## src/rtl/seq_mult_32_if.sv

```systemverilog
// Operand/result bundle for the sequential multiplier.
// The master drives start and the operands; the slave returns hi/lo and the stop pulse.
interface seq_mult_32_if #(parameter int WIDTH = 32);
  logic             start;
  logic [WIDTH-1:0] multiplicant;
  logic [WIDTH-1:0] multipliar;
  logic [WIDTH-1:0] hi;
  logic [WIDTH-1:0] lo;
  logic             stop;

  modport master (output start, multiplicant, multipliar, input hi, lo, stop);
  modport slave  (input start, multiplicant, multipliar, output hi, lo, stop);
endinterface

```

## src/rtl/seq_mult_32.sv

```systemverilog
// Shift-add WIDTHxWIDTH multiplier that retires one multiplier bit per clock and pulses stop when done.
// Define MULT_SIGNED_EN to treat both operands as two's complement (default: unsigned).
module seq_mult_32 #(
  parameter int WIDTH = 32
) (
  input logic         clk,
  input logic         rst_n,
  seq_mult_32_if.slave bus
);

  localparam int            CW   = $clog2(WIDTH) + 1;
  localparam logic [CW-1:0] LAST = CW'(WIDTH - 1);

  typedef enum logic [1:0] {IDLE, RUN, DONE} state_t;

  state_t             state;
  logic [CW-1:0]      count;
  logic               stop_q;
  logic [2*WIDTH-1:0] prod;
  logic [WIDTH-1:0]   mcand;
  logic [WIDTH:0]     sum;
  logic [2*WIDTH-1:0] shifted;
  logic [2*WIDTH-1:0] final_prod;
  logic [WIDTH-1:0]   load_mcand;
  logic [WIDTH-1:0]   load_mplier;
  logic               accept;
  logic               last_iter;

  assign accept    = (state == IDLE) && bus.start;
  assign last_iter = (state == RUN) && (count == LAST);

`ifdef MULT_SIGNED_EN
  logic sign;

  // Work on magnitudes; 0x80000000 negates to itself, which is the correct unsigned magnitude.
  assign load_mcand  = bus.multiplicant[WIDTH-1] ? -bus.multiplicant : bus.multiplicant;
  assign load_mplier = bus.multipliar[WIDTH-1]   ? -bus.multipliar   : bus.multipliar;
  assign final_prod  = sign ? -shifted : shifted;

  always_ff @(posedge clk) begin
    if (!rst_n)
      sign <= 1'b0;
    else if (accept)
      sign <= bus.multiplicant[WIDTH-1] ^ bus.multipliar[WIDTH-1];
  end
`else
  assign load_mcand  = bus.multiplicant;
  assign load_mplier = bus.multipliar;
  assign final_prod  = shifted;
`endif

  // One iteration: conditionally add the multiplicand into hi, keep the carry, shift all right by one.
  always_comb begin
    sum = {1'b0, prod[2*WIDTH-1:WIDTH]};
    if (prod[0])
      sum = sum + {1'b0, mcand};
    shifted = {sum, prod[WIDTH-1:1]};
  end

  always_ff @(posedge clk) begin
    if (!rst_n) begin
      state  <= IDLE;
      count  <= '0;
      stop_q <= 1'b0;
    end else begin
      case (state)
        IDLE: begin
          stop_q <= 1'b0;
          if (accept) begin
            count <= '0;
            state <= RUN;
          end
        end
        RUN: begin
          count <= count + 1'b1;
          if (last_iter) begin
            state  <= DONE;
            stop_q <= 1'b1;
          end
        end
        DONE: begin
          stop_q <= 1'b0;
          state  <= IDLE;
        end
        default: begin
          stop_q <= 1'b0;
          state  <= IDLE;
        end
      endcase
    end
  end

  // The sign correction lands on the RUN->DONE edge, so it costs no extra cycle.
  always_ff @(posedge clk) begin
    if (!rst_n) begin
      prod  <= '0;
      mcand <= '0;
    end else if (accept) begin
      prod  <= {{WIDTH{1'b0}}, load_mplier};
      mcand <= load_mcand;
    end else if (state == RUN) begin
      prod <= last_iter ? final_prod : shifted;
    end
  end

  assign bus.hi   = prod[2*WIDTH-1:WIDTH];
  assign bus.lo   = prod[WIDTH-1:0];
  assign bus.stop = stop_q;

endmodule

```

## src/flat_wrapper.sv

```systemverilog
// flat-port wrapper written by rule: the top's interface ports become plain ports
module seq_mult_32_flat 
#(
  parameter int WIDTH = 32
)
  (clk, rst_n, bus_start, bus_multiplicant, bus_multipliar, bus_hi, bus_lo, bus_stop);
  seq_mult_32_if #(.WIDTH(WIDTH)) bus_i ();
  input logic clk;
  input logic rst_n;
  input wire logic [$bits(bus_i.start)-1:0] bus_start;
  input wire logic [$bits(bus_i.multiplicant)-1:0] bus_multiplicant;
  input wire logic [$bits(bus_i.multipliar)-1:0] bus_multipliar;
  output wire logic [$bits(bus_i.hi)-1:0] bus_hi;
  output wire logic [$bits(bus_i.lo)-1:0] bus_lo;
  output wire logic [$bits(bus_i.stop)-1:0] bus_stop;
  assign bus_i.start = bus_start;
  assign bus_i.multiplicant = bus_multiplicant;
  assign bus_i.multipliar = bus_multipliar;
  assign bus_hi = bus_i.hi;
  assign bus_lo = bus_i.lo;
  assign bus_stop = bus_i.stop;
  seq_mult_32 #(.WIDTH(WIDTH)) u_core (.clk(clk), .rst_n(rst_n), .bus(bus_i));
endmodule
```

## config.mk

```make
export PLATFORM = sky130hd
export DESIGN_NAME = seq_mult_32_flat
export DESIGN_NICKNAME = d
export VERILOG_FILES = /design/src/rtl/seq_mult_32_if.sv /design/src/rtl/seq_mult_32.sv /design/src/flat_wrapper.sv
export SDC_FILE = /design/constraint.sdc
export NUM_CORES = 1
export LEC_CHECK = 0
export ABC_CLOCK_PERIOD_IN_PS = 2940
export CORE_MARGIN = 2
export CORE_UTILIZATION = 52
export DETAILED_ROUTE_END_ITERATION = 16
export GPL_ROUTABILITY_DRIVEN = 0
export HOLD_SLACK_MARGIN = 0.05
export PLACE_DENSITY = 0.81
export SLEW_MARGIN = 20
export SYNTH_ARGS = -nofsm -noshare
export SYNTH_HDL_FRONTEND = slang
export SYNTH_SLANG_ARGS = --single-unit
```

## constraint.sdc

```tcl
create_clock -name clk -period 2.94 [get_ports clk]
set_input_delay 0.588 -clock clk [delete_from_list [all_inputs] [get_ports clk]]
set_output_delay 0.588 -clock clk [all_outputs]
set_load 0.005 [all_outputs]
```

* Yosys cells after proc, flatten, opt, wreduce, memory -nomap -nowiden
Index checks and enable logic that the tools add are counted.
** Storage, ports and cells
- Flip-flop bits (word level) :: 105
- Input bits :: 67
- Word-level logic and storage cells :: 30
** Operators by class
- Add/subtract/negate cells :: 2
- Eq/ne operators :: 4
- Muxes and demuxes :: 8
- Bitwise operators :: 1
- Reductions and logical operators :: 9
** Operators by type and width (count)
- $mux 32 :: 2
- $add 32x32->33 :: 1
- $mux 33 :: 1
- $pmux 6 s2 :: 1
- $add 6x1->6 const B :: 1
- $eq 6x5->1 const B :: 1
- $mux 6 :: 1
- $reduce_and 2->1 :: 3
- $mux 2 :: 2
- $ne 2x1->1 const B :: 2
- $pmux 2 s2 :: 1
- $reduce_bool 2->1 :: 2
- $eq 2x1->1 const B :: 1
- $logic_and 1x1->1 :: 2
- $logic_not 2->1 :: 1
- $reduce_or 2->1 :: 1
- $not 1->1 :: 1

* Logic depth before layout (Yosys ltp)
- Depth after elaboration :: 4
- Mapped depth :: 9
- Gate-level depth less buffers :: 9

* Least setup slack after synthesis
No wires, ideal clock.
- Kind :: flip-flop to flip-flop
- From :: reg u_core.prod[32]
- To :: reg u_core.prod[59]
- Library setup time :: 0.095 ns
- Arrival time :: 2.432 ns
- Path slack :: 0.412 ns
- Stages on the path, launching flop included :: 10
- Buffers on the path :: 0
- Cell sequence :: dfxtp_1 -> ha_1 -> fa_1 -> a21oi_1 -> o211ai_2 -> a221o_1 -> a211oi_1 -> o211ai_2 -> xnor2_1 -> a221oi_1
** On the way
- Word-level cells in the longest chain between the ends :: 2
** Ends and longest elaborated chain
- start, declared :: RTL line seq_mult_32.sv:19 : logic [2*WIDTH-1:0] prod;
- start signal, assigned :: RTL line seq_mult_32.sv:99 : prod <= {{WIDTH{1'b0}}, load_mplier};
- start signal, assigned :: RTL line seq_mult_32.sv:102 : prod <= last_iter ? final_prod : shifted;
- $add 32x32->33 :: RTL line seq_mult_32.sv:56 : sum = sum + {1'b0, mcand};
- $mux 33 :: RTL line seq_mult_32.sv:55 : if (prod[0])
Every way passes these cells.
A chain may end at the register's enable or synchronous reset.

* Final worst setup path
Ends and elaborated chain as after synthesis.

==> key figures <==
Run status
  • Status: finished, final reports clean

Timing
  • Final min period: 2.762 ns
  • Fmax achieved: 362.1 MHz
  • Final hold viol count: 0
  • Slew Viols, Final: 0
  • Worst slew pin tran: 0.7645 ns
  • Unrepaired setup endpoints after global routing: no
  • Final Skew: 0.009427 ns
  • Slew Limit Headroom: 49.04%
  • Final period utilization: 93.93%
  • Setup TNS: 0 ns
  • Final setup fails: 0

Routing
  • Drt wl/cell: 16.99 um
  • Final ANT Viol Nets: 0
  • DR vias: 6157
  • Vias per std cell: 6.042
  • DRC: 0
  • Final WL: 17.31 mm
  • Detailed Routing Iterations Pass 1: 5
  • Initial drt markers: 394

Synth
  • Seq/Total Area, Yosys: 33.71%
  • Yosys warning count: 0
  • Post-Syn Area: 6236 sq um
  • Synth top area share: 33.71%
  • Post-Syn Nets: 867
  • Syn_area_per_cell: 8.141 sq um
  • Top post-synthesis cells by area: dfxtp_1, nand2_1, a21boi_0
  • Async S/R FF share, synth: 0%
  • Most frequent cell after synthesis: nand2_1
  • Post-synth top area cell: dfxtp_1
  • Post-synth EDFFs: 0
  • Synth cell types: 64
  • Synth Register Bits: 105
  • Primary FF master, synth: dfxtp_1
  • Post-Syn Instances: 766
  • Synth top cells by count: nand2_1, dfxtp_1, a21boi_0

Power
  • Pwr Total: 0.003429 W
  • Max IR drop VDD: 0.3592 mV
  • PD cells: 432.5 nW/um^2
  • Lkg Pwr: 2.901 nW

GRT
  • First-pass GRT wire length: 29.19 mm
  • Vias in the first global route: 6188
  • GRT Overall Usage: 27.84%
  • Grt total ovfl: 0
  • Pin count of the biggest net entering global routing: 72
  • Initial antenna violation count: 0

CTS
  • Setup bufs post-CTS: 0
  • Total CTS buffers: 9
  • Clock Tree Root: clkbuf_16
  • Post-CTS sizing: 0
  • Clk buf depth: 2
  • H-tree lvl count: 3
  • CTS tree: done
  • Sink Count: 105
  • Clock Latency Late Sink: 0.37 ns
  • CTS Hold Bufs: 0
  • Clock slew at reported path FFs: 0.08 ns

Worst setup path
  • Cells on worst reg2reg path: 9
  • Crit path kind: reg2reg
  • Startpoint types: register
  • CP max FO: 5
  • Endpoint type of the worst setup path: register
  • R2r setup slk: 0.18 ns
  • Worst endpoint data arrival time: 3.03 ns
  • CP Data Required Time: 3.21 ns

Final layout
  • Final nets: 972
  • Fraction of layout cells with a size suffix above 1: 6.507%
  • Layout Utilization: 68.56%
  • Ant diodes: 0
  • P&R area growth vs syn: 27.15%

Worst hold path
  • Worst Hold Depth: 2
  • HP Class: reg2reg

Floorplanning
  • I/O pins: 132
  • Chip width: 113.5 um
  • Die Ht: 113.5 um
  • Die area: 12880 sq um
  • Cell Rows: 39
  • Starting density of the core: 53.92%
  • Core area: 11560 sq um

Place
  • Post-detail-place hpwl: 12.32 mm
  • Buffers on Ports: 131

Flow run
  • Max-cap violations: 0
[registers in the layout, summed over array words and instances, names as in the netlist]
signal           flops
u_core.state         2
u_core.bus.stop      1
u_core.count         6
u_core.mcand        32
u_core.prod         64
[where the power goes]
| group | total [W] | internal (W) | leakage, nW | switching, W |
|---|---|---|---|---|
| combinational | 0.000660 | 0.000322 | 1.90 | 0.000338 |
| sequential | 0.00156 | 0.00150 | 0.859 | 0.0000617 |
| clock | 0.00121 | 0.000597 | 0.142 | 0.000611 |
[routing by layer]
metal | GRT usage (%) | vias up | part of all wire (%) | wire, um
met5 | 0 | - | 0 | 0
met4 | 11.79 | 0 | 2.5 | 440
met3 | 8.555 | 40 | 8.6 | 1487
met2 | 47.27 | 261 | 48 | 8304
met1 | 32.66 | 2860 | 41 | 7077
li1 | - | 2996 | - | -
[kinds of logic (layout without fill, tap and decap cells)]
logic type / count (synthesis) / count (layout) / share of synthesized area (%)
compound gates: 270 / 270 / 30.58
xor+xnor: 22 / 22 / 3.090
fa+ha+maj: 34 / 34 / 6.942
buf+inv: 64 / 174 / 4.214
flops: 105 / 105 / 33.71
mux: 16 / 16 / 2.568
simple gates: 255 / 255 / 18.90
[cells in the final DEF, fill, tap and decap left out, types with 4 or more instances in the layout]
master	count
and2_1	5
inv_1	13
a31oi_1	7
buf_4	14
a221oi_1	5
nand2_1	135
mux2i_1	16
nor4_1	5
o22ai_1	4
nor2b_1	7
a21boi_0	66
o21a_1	4
ha_1	33
o211ai_1	7
o21ai_0	32
nor3_1	14
a21o_1	9
a22oi_1	32
nor3b_1	7
xor2_1	6
clkdlybuf4s50_1	130
dfxtp_1	105
xnor2_1	16
nand3_1	16
or3_1	5
clkbuf_16	9
nand4_1	6
a211oi_1	15
nor2_1	33
a21oi_1	56
[worst max-delay path, cell delays in order (launching register included)]
cell	delay [ns]
dfxtp_1	0.35
ha_1	0.24
fa_1	0.43
a21oi_2	0.23
o211ai_2	0.18
a221o_1	0.44
a211oi_2	0.27
o211ai_2	0.12
xnor2_1	0.16
a221oi_1	0.26
[through the flow]
stage	worst slack [ns]	std cells	hold WS, ns	cell area, sq um
after floorplan	0.4124	766	0.4472	6236
after global placement	0.2578	1003	0.4542	7624
after detailed placement	0.1110	1003	0.4538	7624
after CTS	0.08642	1019	0.4707	7920
after global routing	0.04453	1019	0.4988	7929
final	0.1784	1019	0.4666	7929
[final timing paths]
kind / startpoint / end
worst max-delay path: u_core.prod[32]$_SDFFE_PP0P_ / u_core.prod[59]$_SDFFE_PP0P_
worst min-delay path: u_core.bus.stop$_SDFFE_PN0P_ / u_core.bus.stop$_SDFFE_PN0P_
worst max register to register: u_core.prod[32]$_SDFFE_PP0P_ / u_core.prod[59]$_SDFFE_PP0P_
worst min register to register: u_core.bus.stop$_SDFFE_PN0P_ / u_core.bus.stop$_SDFFE_PN0P_
[cell type report]
cell class	instances	area, sq um
multi-input cells	597	3891
fillers	956	3636
well taps	143	178.9
clock buffers	9	225.2
inverters	13	48.80
flip-flops and latches	105	2102
clock inverters	7	71.32
repair buffers	145	1411
(Power assumes the default switching activity.)
